`config.mk`:
```
export PLATFORM = sky130hd
export DESIGN_NAME = bus_master_port
export DESIGN_NICKNAME = d
export VERILOG_FILES = /design/src/rtl/bus_master_port.sv
export SDC_FILE = /design/constraint.sdc
export NUM_CORES = 1
export LEC_CHECK = 0
export BUFFER_PORTS_ARGS = -buffer_cell sky130_fd_sc_hd__buf_2
export CAP_MARGIN = 5
export CORE_UTILIZATION = 40
export CTS_CLUSTER_DIAMETER = 30
export CTS_CLUSTER_SIZE = 8
export DETAILED_ROUTE_END_ITERATION = 16
export GPL_TIMING_DRIVEN = 1
export SLEW_MARGIN = 15
export SYNTH_ARGS = -nofsm -noshare
export SYNTH_HDL_FRONTEND = slang
export SYNTH_SLANG_ARGS = --single-unit
```
`constraint.sdc`:
```
create_clock -name clk -period 2.3 [get_ports clk]
set_clock_uncertainty 0.1 [all_clocks]
set_input_delay 0 -clock clk [delete_from_list [all_inputs] [get_ports clk]]
set_output_delay 0 -clock clk [all_outputs]
set_load 0.005 [all_outputs]
```
`src/rtl/bus_master_port.sv`:
```
// Serial bus master port: latches one core request, arbitrates for the bus,
// shifts the address (and write data) out LSB first, collects read data
// LSB first, and reports completion with done/err.
module bus_master_port #(
   parameter int ADDR_W  = 12,
   parameter int DATA_W  = 8,
   parameter int TIMEOUT = 64
) (
   input  logic              clk,
   input  logic              rst,
   input  logic              start,
   input  logic              rw,
   input  logic [1:0]        slave_id,
   input  logic [ADDR_W-1:0] addr,
   input  logic [DATA_W-1:0] wdata,
   output logic              busy,
   output logic              done,
   output logic              err,
   output logic [DATA_W-1:0] rdata,
   output logic              request,
   output logic [1:0]        slave_sel,
   input  logic              grant,
   output logic              bus_out,
   output logic              bus_valid,
   output logic              bus_rw,
   input  logic              bus_in,
   input  logic              bus_in_valid
);

   localparam int MAX_W = (ADDR_W > DATA_W) ? ADDR_W : DATA_W;
   localparam int CNT_W = $clog2(MAX_W + 1);
   localparam int TO_W  = $clog2(TIMEOUT + 1);

   typedef enum logic [2:0] {
      S_IDLE, S_REQ, S_ADDR, S_WDATA, S_RWAIT, S_RDATA, S_DONE
   } state_t;

   state_t            state;
   logic              rw_q;
   logic [ADDR_W-1:0] addr_sh;
   logic [DATA_W-1:0] wdata_sh;
   logic [CNT_W-1:0]  bit_cnt;
   logic [TO_W-1:0]   to_cnt;
   logic [DATA_W-1:0] rd_mask;   // one-hot position of the next read bit

   logic active, reading, grant_lost, capture, last_bit, wdata_end, time_up;
   logic finish, finish_err;

   // Completion/abort conditions shared by every bus-owning state.
   // NOTE: every signal here is assigned on every pass, so no latch is inferred.
   always_comb begin
      active     = state inside {S_ADDR, S_WDATA, S_RWAIT, S_RDATA};
      reading    = state inside {S_RWAIT, S_RDATA};
      grant_lost = active && !grant;
      capture    = reading && grant && bus_in_valid;
      last_bit   = capture && rd_mask[DATA_W-1];
      wdata_end  = (state == S_WDATA) && (bit_cnt == CNT_W'(DATA_W));
      time_up    = reading && (to_cnt == TO_W'(TIMEOUT - 1));
      finish     = grant_lost || wdata_end || last_bit || time_up;
      finish_err = grant_lost || (time_up && !last_bit);
   end

   // Transaction FSM; every output is a register updated with the state.
   // NOTE: state is written with non-blocking assignments so all registers
   // update together from pre-edge values.
   always_ff @(posedge clk or posedge rst) begin
      if (rst) begin
         state     <= S_IDLE;
         rw_q      <= 1'b0;
         addr_sh   <= '0;
         wdata_sh  <= '0;
         bit_cnt   <= '0;
         to_cnt    <= '0;
         rd_mask   <= '0;
         busy      <= 1'b0;
         done      <= 1'b0;
         err       <= 1'b0;
         rdata     <= '0;
         request   <= 1'b0;
         slave_sel <= 2'b00;
         bus_out   <= 1'b0;
         bus_valid <= 1'b0;
         bus_rw    <= 1'b0;
      end else begin
         if (capture) begin
            rdata   <= (rdata & ~rd_mask) | (bus_in ? rd_mask : '0);
            rd_mask <= rd_mask << 1;
         end
         if (active && finish) begin
            // Normal end, timeout or lost grant: release the bus at once.
            state     <= S_DONE;
            done      <= 1'b1;
            err       <= finish_err;
            request   <= 1'b0;
            slave_sel <= 2'b00;
            bus_valid <= 1'b0;
            bus_out   <= 1'b0;
            bus_rw    <= 1'b0;
         end else begin
            case (state)
               S_IDLE: begin
                  if (start) begin
                     rw_q      <= rw;
                     addr_sh   <= addr;
                     wdata_sh  <= wdata;
                     rdata     <= '0;
                     rd_mask   <= DATA_W'(1);
                     busy      <= 1'b1;
                     request   <= 1'b1;
                     slave_sel <= slave_id;
                     state     <= S_REQ;
                  end
               end
               S_REQ: begin
                  // Wait indefinitely for the arbiter.
                  if (grant) begin
                     state     <= S_ADDR;
                     bus_valid <= 1'b1;
                     bus_rw    <= rw_q;
                     bus_out   <= addr_sh[0];
                     addr_sh   <= addr_sh >> 1;
                     bit_cnt   <= CNT_W'(1);
                  end
               end
               S_ADDR: begin
                  if (bit_cnt == CNT_W'(ADDR_W)) begin
                     bit_cnt <= CNT_W'(1);
                     if (rw_q) begin
                        state    <= S_WDATA;
                        bus_out  <= wdata_sh[0];
                        wdata_sh <= wdata_sh >> 1;
                     end else begin
                        state     <= S_RWAIT;
                        bus_valid <= 1'b0;
                        bus_out   <= 1'b0;
                        bus_rw    <= 1'b0;
                        to_cnt    <= '0;
                     end
                  end else begin
                     bus_out <= addr_sh[0];
                     addr_sh <= addr_sh >> 1;
                     bit_cnt <= bit_cnt + CNT_W'(1);
                  end
               end
               S_WDATA: begin
                  bus_out  <= wdata_sh[0];
                  wdata_sh <= wdata_sh >> 1;
                  bit_cnt  <= bit_cnt + CNT_W'(1);
               end
               S_RWAIT: begin
                  to_cnt <= to_cnt + TO_W'(1);
                  if (capture) state <= S_RDATA;
               end
               S_RDATA: begin
                  to_cnt <= to_cnt + TO_W'(1);
               end
               S_DONE: begin
                  // A start seen here is deliberately dropped.
                  done  <= 1'b0;
                  err   <= 1'b0;
                  busy  <= 1'b0;
                  state <= S_IDLE;
               end
               default: state <= S_IDLE;
            endcase
         end
      end
   end

endmodule

```
* Word-level counts from Yosys, hierarchy flattened
Index checks and enable logic that the tools add are counted.
** Word-level totals
- Word-level logic and storage cells :: 135
- Register bits :: 60
- Input port bits :: 29
** Cells by class
- Multiplexer cells :: 53
- $add $sub $neg :: 2
- Reductions and logical operators :: 39
- Bitwise logic cells :: 4
- Equality and inequality tests :: 21
** Operators by type and width (count)
- 2-to-1 mux 8 bit :: 12
- 2-to-1 mux 12 bit :: 3
- one-hot mux 12 bit (3 select lines) :: 1
- one-hot mux 8 bit (3 select lines) :: 1
- 2-to-1 mux 3 bit :: 6
- 2-to-1 mux 1 bit :: 16
- one-hot mux 3 bit (5 select lines) :: 1
- AND reduction 5 bit :: 3
- 2-to-1 mux 7 bit :: 2
- one-hot mux 7 bit (2 select lines) :: 1
- one-hot mux 4 bit (3 select lines) :: 1
- nonzero test 2 bit :: 6
- nonzero test 3 bit :: 4
- inequality test 2 bit, second input constant :: 5
- == test 3 bit, second input constant :: 3
- AND reduction 3 bit :: 3
- AND 8 bit :: 1
- == test 4 bit, second input constant :: 2
- logical AND 1 bit :: 8
- 2-to-1 mux 4 bit :: 2
- inverter 8 bit :: 1
- bitwise OR 8 bit :: 1
- AND reduction 4 bit :: 2
- nonzero test 4 bit :: 2
- other kinds (18) :: 32

* Longest topological paths before layout
Gate-level depths: netlist (run 1).
- Word-level depth :: 10
- Depth in mapped cells :: 9

* Worst setup path after synthesis (run 1)
OpenSTA, ideal clock, no wires.
- Path kind :: register to register
- Start point :: register state[1]
- End point :: register rw_q
- Required time :: 2.075 ns
- Period minus slack after synthesis :: 2.296 ns
- Arrival :: 2.070 ns
- Stages on the path, launching flop included :: 9
- Library setup time :: 0.125 ns
- Path slack :: 0.004 ns
- Path buffers :: 1
- Cells stage by stage :: dfrtp_1 inv_2 ha_1 inv_1 o41ai_4 o21ai_2 and2_1 buf_6 mux2_4
** Between the ends
- Cells in the longest elaborated chain, start to end :: 10
** Ends and longest elaborated chain
- from (decl) :: RTL line 38 : state_t state;
- from (signal assigned) :: RTL line 68 : state <= S_IDLE;
- from (signal assigned) :: RTL line 91 : state <= S_DONE;
- from (signal assigned) :: RTL line 111 : state <= S_REQ;
- == test 3 bit :: RTL line 52, 53
- nonzero test 2 bit :: RTL line 53 : reading = state inside {S_RWAIT, S_RDATA};
- logical AND 1 bit (2 in series) :: RTL line 55 : capture = reading && grant && bus_in_valid;
- logical AND 1 bit :: RTL line 56 : last_bit = capture && rd_mask[DATA_W-1];
- logical OR 1 bit (2 in series) :: RTL line 59 : finish = grant_lost || wdata_end || last_bit || time_up;
- logical AND 1 bit :: RTL line 89 : if (active && finish) begin
- inverter 1 bit (no line)
- AND reduction 3 bit (no line) (*)
- to (signal assigned) :: RTL line 103 : rw_q <= rw;
- to (decl) :: RTL line 39 : logic rw_q;
Mark *: on every way between the ends. The rest lies on a longest branch, timed or not.
A chain may end at the register's enable or synchronous reset.

* Final worst setup path (run 1)
- Start point :: register bit_cnt[0]
- End point :: register wdata_sh[4]
** Between the ends
- Cells in the longest elaborated chain, start to end :: 8
** Ends and longest elaborated chain
- from (decl) :: RTL line 42 : logic [CNT_W-1:0] bit_cnt;
- from (signal assigned) :: RTL line 142 : bit_cnt <= bit_cnt + CNT_W'(1);
- from (signal assigned) :: RTL line 148 : bit_cnt <= bit_cnt + CNT_W'(1);
- == test 4 bit :: RTL line 57 : wdata_end = (state == S_WDATA) && (bit_cnt == CNT_W'(DATA_W));
- logical AND 1 bit :: RTL line 57
- logical OR 1 bit (3 in series) :: RTL line 59
- logical AND 1 bit :: RTL line 89
- inverter 1 bit (no line)
- AND reduction 5 bit (no line) (*)
- to (signal assigned) :: RTL line 105 : wdata_sh <= wdata;
- to (signal assigned) :: RTL line 131 : wdata_sh <= wdata_sh >> 1;
- to (signal assigned) :: RTL line 147 : wdata_sh <= wdata_sh >> 1;
- to (decl) :: RTL line 41 : logic [DATA_W-1:0] wdata_sh;
Marks and branches as above.

==> metrics.txt, run 1 <==
Reg2Reg Depth=7; placement row count=32; Die Ht=91.0 µm; Min Clock Period, post-route=roughly 2.2 ns; port bufs=45; Internal=~3.0 mW; global-route wire length before repair=roughly 13,000 µm; IO Pins=46; Clk network pwr share=0.189; clock-pin slew on the worst setup and hold paths=about 0.070 ns; Setup violations, final=0; Routed Antenna Nets=0; Routed WL per cell=between 10 and 15 µm; post-synthesis sequential area ratio=0.474; status=completed; # H-tree levels=3; Post-Syn Nets=approximately 360; Detailed Route WL=about 7300 µm; Top FF cell, synth=dfrtp_1; Post-Syn Area=3170 µm²; critical path required time=2.43 ns; initial antenna violation count=0; Crit. End Element=register; cells after synthesis=around 320; die width=a little over 90 µm; DRC errors left=0; Reg-to-Reg End=wdata_sh[4]; slew margin rel.=0.557; RSZ-0062 raised after global routing=false; post-CTS sizing=0; Power per Cell Area=~1200 nW/µm²; vias in the first global route=approximately 2,600; Max Slew Vio Count=0; worst hold start=grant; number of synthesized flops with an enable pin=0; maxcap violations=0; Initial Util=0.412; Comb pwr share=0.436; worst setup path class=register to register; grt ovf=0; Layout fillers=725; RR Startpoint=bit_cnt[0]; syn avg cell area=9.87 µm²; crit path max fanout=7; Peak VDD IR=about 0.00056 V; final period utilization=0.948; antenna cells=0; die footprint=around 8300 µm²; Hold Path Sink=err; largest net degree at the start of global routing=32; critical path arrival=2.31 ns; via count=roughly 2,700; Synth cell types=45; WHS Path Cells=4; post-route worst setup slack=between 0.1 and 0.15 ns; worst min path class=primary input to register; Switching Fraction=0.383; async set-or-reset flop fraction in the synthesized netlist=1.00; synth warn=0; hpwl dp=just over 5000 µm; fraction of layout cells with a size suffix above 1=0.265; gpl congestion=0.872; Max clock buf depth=2; DR pass1 iterations=4; Least-Margin Pin Slew=around 0.66 ns; Peak Freq=about 0.46 GHz; Area growth syn-to-layout=27.2%; # clock sinks=60; final hold violation count=0; Initial DRC Count=68; CTS tree=built; DR vias/cell=5.29; Reg power frac=0.375; Clock Latency Late Sink=around 0.34 ns; Final #Nets=440; CTS Buf Count=9; core area=7690 µm²; NetSw=around 1.8 mW; #FFs+latches synth=60; final setup TNS=0 ns; pre-CTS WS=~0.14 ns; Startpoint Class=register; root buffer cell=clkbuf_8; FF-to-FF setup slack=between 0.1 and 0.15 ns; leakage=about 1.8 nW; GRT Util Overall=0.195
[worst max-delay path, stage by stage, from the launching register on]
cell     delay (ns)
dfrtp_1        0.39
inv_1          0.08
ha_1           0.23
and3_1         0.22
a311o_1        0.35
a21oi_1        0.25
nor2_2         0.15
mux2_2         0.29
[cells in the mapped netlist (2+ instances only)]
cell type	instances	area, µm²
o22a_1	2	17.5
buf_1	2	7.51
nand2b_1	6	37.5
buf_2	9	45.0
and3_1	4	25.0
ha_1	7	87.6
o41ai_4	2	55.1
nand2_1	37	139
o2bb2ai_1	3	26.3
nand3b_1	2	15.0
nand3_1	22	110
or2_2	2	12.5
o21a_1	3	22.5
mux2i_1	14	140
buf_6	2	22.5
a21oi_1	46	230
o31ai_1	7	52.6
nor2_1	13	48.8
a22oi_1	3	22.5
inv_1	6	22.5
mux2_2	17	191
o21ai_0	17	85.1
and2_1	2	12.5
dfrtp_1	60	1500
nor3_1	6	30.0
nor3b_1	2	15.0
clkbuf_1	7	26.3
[placed cells by master, fill, tap and decap left out, types with 3 or more instances in the layout]
cell type      synthesis  final
buf_2                  9     45
a21oi_1               46     46
o21a_1                 3      3
nor2_1                13     13
inv_1                  6      5
mux2i_1               14     14
mux2_2                17     17
nand2b_1               6      6
o2bb2ai_1              3      3
nand2_1               37     37
clkbuf_8               0      9
dlygate4sd3_1          0     25
o21ai_0               17     17
o31ai_1                7      7
a22oi_1                3      3
nand3_1               22     22
clkinv_2               0      3
and3_1                 4      4
buf_4                  0     21
ha_1                   7      7
nor3_1                 6      6
dfrtp_1               60     60
[how the worst max path moves through the flow]
stage / cells past startpoint / startpoint / to
floorplan: 8 / state[1] / rw_q
global route: 8 / state[1] / bit_cnt[0]
detailed placement: 6 / to_cnt[0] / wdata_sh[4]
global placement: 7 / bit_cnt[0] / wdata_sh[2]
CTS: 7 / bit_cnt[0] / wdata_sh[4]
finish: 7 / bit_cnt[0] / wdata_sh[4]
[power by group through the flow]
| stage | Clock, mW | Sequential, mW | Combinational [mW] |
|---|---|---|---|
| after floorplan | 0 | 1.74 | 1.45 |
| after global placement | 0 | 1.80 | 2.02 |
| after detailed placement | 0 | 1.81 | 2.05 |
| after CTS | 0.939 | 1.80 | 2.09 |
| after global routing | 0.983 | 1.86 | 2.34 |
| final | 0.905 | 1.80 | 2.08 |
[final cells by class]
class	count	area, µm²	area share
Clock buffer	10	128	0.0317
Inverter	7	26.3	0.00652
Tap cell	102	128	0.0317
Sequential cell	60	1500	0.373
Clock inverter	5	53.8	0.0134
Timing Repair Buffer	92	653	0.162
Multi-Input combinational cell	234	1540	0.382
[sequential cells by signal (all words and copies together), names as in the netlist]
name and flops:
wdata_sh 8, busy 1, slave_sel 2, state 3
bus_out 1, bus_rw 1, bit_cnt 4, request 1
to_cnt 7, rdata 8, done 1, rd_mask 8
rw_q 1, bus_valid 1, addr_sh 12, err 1
[layer usage]
metal	wire, µm	GRT usage
met5	0	0
met4	108	0.0833
met3	315	0.0394
met2	3310	0.299
met1	3600	0.269
[timing repair]
action                    in CTS  in global routing
hold endpoints to repair      61                  0
setup buffers                  0                  0
hold buffers                  25                  0
[kinds of logic (layout without fill, tap and decap cells)]
group / after synthesis / count (layout) / share of synthesized area
AO/OA/AOI/OAI: 92 / 92 / 0.186
adder cells (fa/ha/maj): 7 / 7 / 0.0277
buffers and inverters: 27 / 114 / 0.0403
flip-flops: 60 / 60 / 0.474
multiplexers: 32 / 32 / 0.109
AND/OR/NAND/NOR: 103 / 103 / 0.162
[metrics by stage]
step	total power [mW]	cell area, µm²	instances	hold WS [ns]	utilization
2_1_floorplan	3.20	3170	321	0.0481	-
3_3_place_gp	3.82	3600	470	0.0408	0.468
3_5_place_dp	3.86	3600	470	0.0360	0.468
4_1_cts	4.83	4030	510	0.0180	0.524
5_1_grt	5.19	4030	510	0.0513	0.524
6_report	4.79	4030	510	0.0355	0.524
Power figures use the tool's default switching activity.
==> inputs of run 2 (changes only) <==
==> constraint.sdc (replaced) <==
create_clock -name clk -period 1.9 [get_ports clk]
set_clock_uncertainty 0.1 [all_clocks]
set_input_delay 0 -clock clk [delete_from_list [all_inputs] [get_ports clk]]
set_output_delay 0 -clock clk [all_outputs]
set_load 0.005 [all_outputs]
==> run 2 against run 1 <==
The flow now finishes with violations (setup timing). Register-to-register slack worse by 0.25 ns. Worst hold slack gained 0.056 ns. Via count increased by 9.0%. Wire length grew 13%. Cell area up 18%. Sequential share of layout area down 5.7 points. Combinational power up 78%. Core utilization rose by 9.6 points. First-iteration DRC count rose to 3.4 times the previous value. Power grew 47%. Sequential cell count unchanged. Largest cell class unchanged.
==> metrics.txt, run 2 (same netlist as run 1, synthesis figures left out) <==
final hold violation count=0; die footprint=roughly 8300 µm²; pre-CTS WS=-0.156 ns; Setup crit start=state[1]; slowest CP cell=dfrtp_2; status=finished, violations left; Switching Fraction=0.385; NetSw=~2.7 mW; vias in the first global route=around 2,800; Detailed Route WL=between 8000 and 9000 µm; # clock sinks=60; DR pass1 iterations=4; root buffer cell=clkbuf_8; Peak VDD IR=0.000705 V; most frequent cells in the layout=dfrtp_1, buf_4, buf_2; CP cell instances=clkinv_4, ha_4, inv_4, o41ai_4, o21a_1, buf_6, nor2_4, mux2_4; global-route wire length before repair=13,800 µm; worst setup path class=register to register; via count=2,940; hpwl dp=approximately 5200 µm; RR Startpoint=state[1]; Largest stage delay, worst path=approximately 0.43 ns; Startpoint Class=register; crit path max fanout=7; Crit. End Element=register; RSZ-0062 raised after global routing=true; failing checks=setup timing; CTS tree=built; Comb pwr share=0.527; critical path required time=2.03 ns; most common cell after layout, fill and taps aside=dfrtp_1; maxcap violations=0; Max clock buf depth=2; Routed WL per cell=approximately 15 µm; Largest register FFs=12; Internal=4.32 mW; Reg power frac=0.308; CTS Buf Count=9; grt ovf=0; Final #Nets=slightly below 500; die width=around 91 µm; Setup violations, final=34; leakage=between 2 and 2.5 nW; post-route worst setup slack=-0.133 ns; Power per Cell Area=roughly 1500 nW/µm²; Die Ht=around 91 µm; final period utilization=1.07; Area growth syn-to-layout=50.5%; Min Clock Period, post-route=between 2 and 2.5 ns; largest net degree at the start of global routing=just over 60; Max Slew Vio Count=0; DRC errors left=0; placement row count=32; DR vias/cell=about 5.3; core area=~7700 µm²; clock-pin slew on the worst setup and hold paths=0.08 ns; antenna cells=0; critical path arrival=between 2 and 2.5 ns; initial antenna violation count=0; Initial DRC Count=230; worst hold start=start; Clock Latency Late Sink=0.34 ns; worst min path class=primary input to register; gpl congestion=0.837; Biggest register=addr_sh; Pwr Total=~7 mW; Initial Util=0.412; slew margin rel.=0.720; # H-tree levels=3; Clk network pwr share=0.165; port bufs=45; IO Pins=46; fraction of layout cells with a size suffix above 1=0.457; Peak Freq=around 0.49 GHz; GRT Util Overall=0.211; Routed Antenna Nets=0; Least-Margin Pin Slew=0.418 ns
## run 2: changes by cell type in the layout (fill, tap and decap cells not counted), sizes merged
cell	before	now
buf	67	113
clkinv	4	6
clkbuf	10	9
## run 2: repair_timing
action | in CTS | in global routing
buffers inserted | 11 | 5
hold endpoints to repair | 91 | 0
hold buffers | 25 | 0
resized for setup | 47 | 19
setup endpoints to repair | 52 | 59
cloned | 1 | 0
pin swaps | 5 | 5
## run 2: final timing paths
path / end / slack (ns) / cells after the start
worst min-delay path: state[0] / 0.09 / 4
max in group asynchronous: state[2] / 1.27 / 4
worst max-delay path: wdata_sh[5] / -0.13 / 8
worst max register to register: wdata_sh[5] / -0.13 / 8
min in group asynchronous: addr_sh[2] / 0.16 / 4
worst min register to register: done / 0.39 / 2
## run 2: through the flow
step,hold WS [ns],util,setup TNS [ns],cell area [µm²],instances
after CTS,0.0368,0.610,-2.13,4690,554
final,0.0911,0.620,-2.79,4770,557
after global placement,-0.00811,0.515,-2.29,3960,502
after detailed placement,-0.00602,0.515,-3.56,3960,502
after floorplan,0.0481,-,-1.08,3300,321
after global routing,0.121,0.620,-7.37,4770,557
## run 2: worst max-delay path, delay by kind of cell, from the launching register on
kind,cells,cell delay [ns]
buffers and inverters,3,0.24
adder cells (fa/ha/maj),1,0.14
AO/OA/AOI/OAI,2,0.63
multiplexers,1,0.30
AND/OR/NAND/NOR,1,0.06
flip-flops,1,0.43
## run 2: layout make-up
type / count / area (µm²)
multi-input cells: 234 / 1820
flip-flops and latches: 60 / 1500
clock inverters: 7 / 75.1
repair buffers: 138 / 1080
fillers: 634 / 2920
inverters: 7 / 41.3
clock buffers: 9 / 124
well taps: 102 / 128
## run 2: routing by layer
layer / global-route usage / share of wire / vias up / wire length [µm]
li1: - / - / 1419 / -
met1: 0.294 / 0.46 / 1456 / 3820
met2: 0.329 / 0.49 / 55 / 4060
met3: 0.0444 / 0.031 / 10 / 258
met4: 0.0648 / 0.017 / 0 / 138
met5: 0 / 0 / - / 0
## run 2: power groups by stage
| stage | clock [mW] | sequential [mW] | combinational, mW |
|---|---|---|---|
| 2_1_floorplan | 0 | 2.14 | 1.97 |
| 3_3_place_gp | 0 | 2.15 | 3.02 |
| 3_5_place_dp | 0 | 2.17 | 3.06 |
| 4_1_cts | 1.19 | 2.16 | 3.51 |
| 5_1_grt | 1.24 | 2.23 | 4.04 |
| 6_report | 1.16 | 2.17 | 3.70 |
==> inputs of run 3 (changes only) <==
--- a/config.mk
+++ b/config.mk
@@ -9,9 +9,10 @@
 export CAP_MARGIN = 5
 export CORE_UTILIZATION = 40
 export CTS_CLUSTER_DIAMETER = 30
-export CTS_CLUSTER_SIZE = 8
+export CTS_CLUSTER_SIZE = 12
 export DETAILED_ROUTE_END_ITERATION = 16
 export GPL_TIMING_DRIVEN = 1
+export SKIP_LAST_GASP = 1
 export SLEW_MARGIN = 15
 export SYNTH_ARGS = -nofsm -noshare
 export SYNTH_HDL_FRONTEND = slang
==> run 3 against run 2 <==
Highest routed layer unchanged. Critical path depth did not move. Largest power group unchanged. First-iteration DRC count fell by 20%. The run still ends with setup timing left. Core utilization fell by 0.26 points.
==> metrics.txt, run 3 (same netlist as run 1, synthesis figures left out) <==
status=finished, violations left; failing checks=setup timing; DR WL met3=roughly 220 µm; Top Layer Used=met4; DP Area=about 4000 µm²; post-layout instance area=4750 µm²; grt ovf=0; CTS tree=built; CP cell instances=inv_6, ha_4, inv_2, o41ai_4, o21a_1, buf_6, nor2_4, mux2_4; WP buf/inv=3; Power per Cell Area=around 1500 nW/µm²; gpl congestion=between 0.8 and 0.9; critical path arrival=2.17 ns; initial antenna violation count=0; Clock Latency Late Sink=approximately 0.34 ns; largest net degree at the start of global routing=just over 60; post-route worst setup slack=-0.143 ns; port bufs=45; global-route wire length before repair=13,800 µm; placement row count=32; Largest stage delay, worst path=around 0.44 ns; Largest register FFs=12; DRC errors left=0; Initial Util=0.412; maxcap violations=0; hpwl dp=5190 µm; DR pass1 iterations=4; non-filler instance count after layout=557; clock-pin slew on the worst setup and hold paths=0.08 ns; DR WL met2=~4000 µm; root buffer cell=clkbuf_8; Routed WL per cell=roughly 15 µm; Initial DRC Count=roughly 180; WHS Path Cells=4; Pwr Total=6.97 mW; most common cell after layout, fill and taps aside=dfrtp_1; slew margin rel.=0.721; IO Pins=46; fraction of layout cells with a size suffix above 1=0.446; Reg2Reg Depth=8; dpl cells=between 500 and 600; most frequent cells in the layout=dfrtp_1, buf_4, buf_2; GRT Util Overall=0.210; Biggest register=addr_sh; critical path required time=between 2 and 2.5 ns; Least-Margin Pin Slew=0.416 ns; crit path max fanout=7; Die Ht=91.0 µm; worst min path class=primary input to register; Peak Freq=0.489 GHz; Detailed Route WL=about 8200 µm; RSZ-0062 raised after global routing=true; via count=2,887; Max clock buf depth=2; Worst path depth=8; final hold violation count=0; M1 WL=roughly 3900 µm; Area growth syn-to-layout=49.9%; Startpoint Class=register; Max Slew Vio Count=0; final period utilization=1.08; Crit. End Element=register; leakage=around 2.1 nW; Final #Nets=between 400 and 500; core area=7690 µm²; antenna cells=0; pre-CTS WS=-0.156 ns; Peak VDD IR=just over 0.0007 V; worst setup path class=register to register; # clock sinks=60; die footprint=approximately 8300 µm²; CTS Buf Count=9; Min Clock Period, post-route=between 2 and 2.5 ns; Setup violations, final=36; Top delay family on crit path=compound AO/OA/AOI/OAI gates; # H-tree levels=3; Layout fillers=between 600 and 700; vias in the first global route=roughly 2,800; die width=between 90 and 100 µm; Routed Antenna Nets=0; DR vias/cell=5.18; slowest CP cell=dfrtp_2
-- run 3: cell types whose count changed in the layout (fill, tap and decap cells not counted), sizes merged --
cell    before  now
clkinv       6    5
inv          7    8
-- run 3: path summary, 6_finish.rpt --
check | start | endpoint | slack [ns]
max | state[1] | wdata_sh[5] | -0.14
min | start | state[0] | 0.08
max reg2reg | state[1] | wdata_sh[5] | -0.14
min reg2reg | done | done | 0.39
max in group asynchronous | rst | state[2] | 1.26
min in group asynchronous | rst | addr_sh[2] | 0.16
-- run 3: area by class of cell --
class	instances	area (µm²)	area share
multi-input combinational	234	1800	0.378
timing repair buffer	138	1080	0.228
sequential	60	1500	0.317
clock buffer	9	124	0.0261
inverter	7	38.8	0.00817
tap	102	128	0.0269
clock inverter	7	75.1	0.0158
-- run 3: power by group --
group          switching (mW)  leakage (nW)  internal, mW
Sequential              0.354         0.758          1.81
Combinational            1.77          1.25          1.87
Clock                   0.549         0.104         0.611
Total                    2.68          2.11          4.29
-- run 3: metrics by stage --
step | util | setup TNS, ns | hold slack (ns)
5_1_grt | 0.618 | -8.50 | 0.113
3_3_place_gp | 0.515 | -2.29 | -0.00811
2_1_floorplan | - | -1.08 | 0.0481
3_5_place_dp | 0.515 | -3.56 | -0.00602
4_1_cts | 0.609 | -2.17 | 0.0368
6_report | 0.618 | -2.97 | 0.0835
-- run 3: layer usage --
layer	vias up	GRT usage
met1	1421	0.294
met5	-	0
met2	42	0.327
met3	9	0.0444
li1	1415	-
met4	0	0.0648
-- run 3: repair_timing --
| item | in CTS | in global routing |
|---|---|---|
| gates cloned | 1 | 0 |
| endpoints found under the setup margin | 52 | 59 |
| hold buffers | 25 | 0 |
| buffers inserted | 11 | 3 |
| resized for setup | 44 | 12 |
| hold endpoints to repair | 91 | 0 |
| pin swaps | 5 | 5 |
-- run 3: worst register-to-register path, stage by stage, from the launching register on --
cell and delay (ns):
dfrtp_2 0.44, inv_6 0.09, ha_4 0.13, inv_2 0.04, o41ai_4 0.42, o21a_1 0.21, buf_6 0.14, nor2_4 0.06
mux2_4 0.30
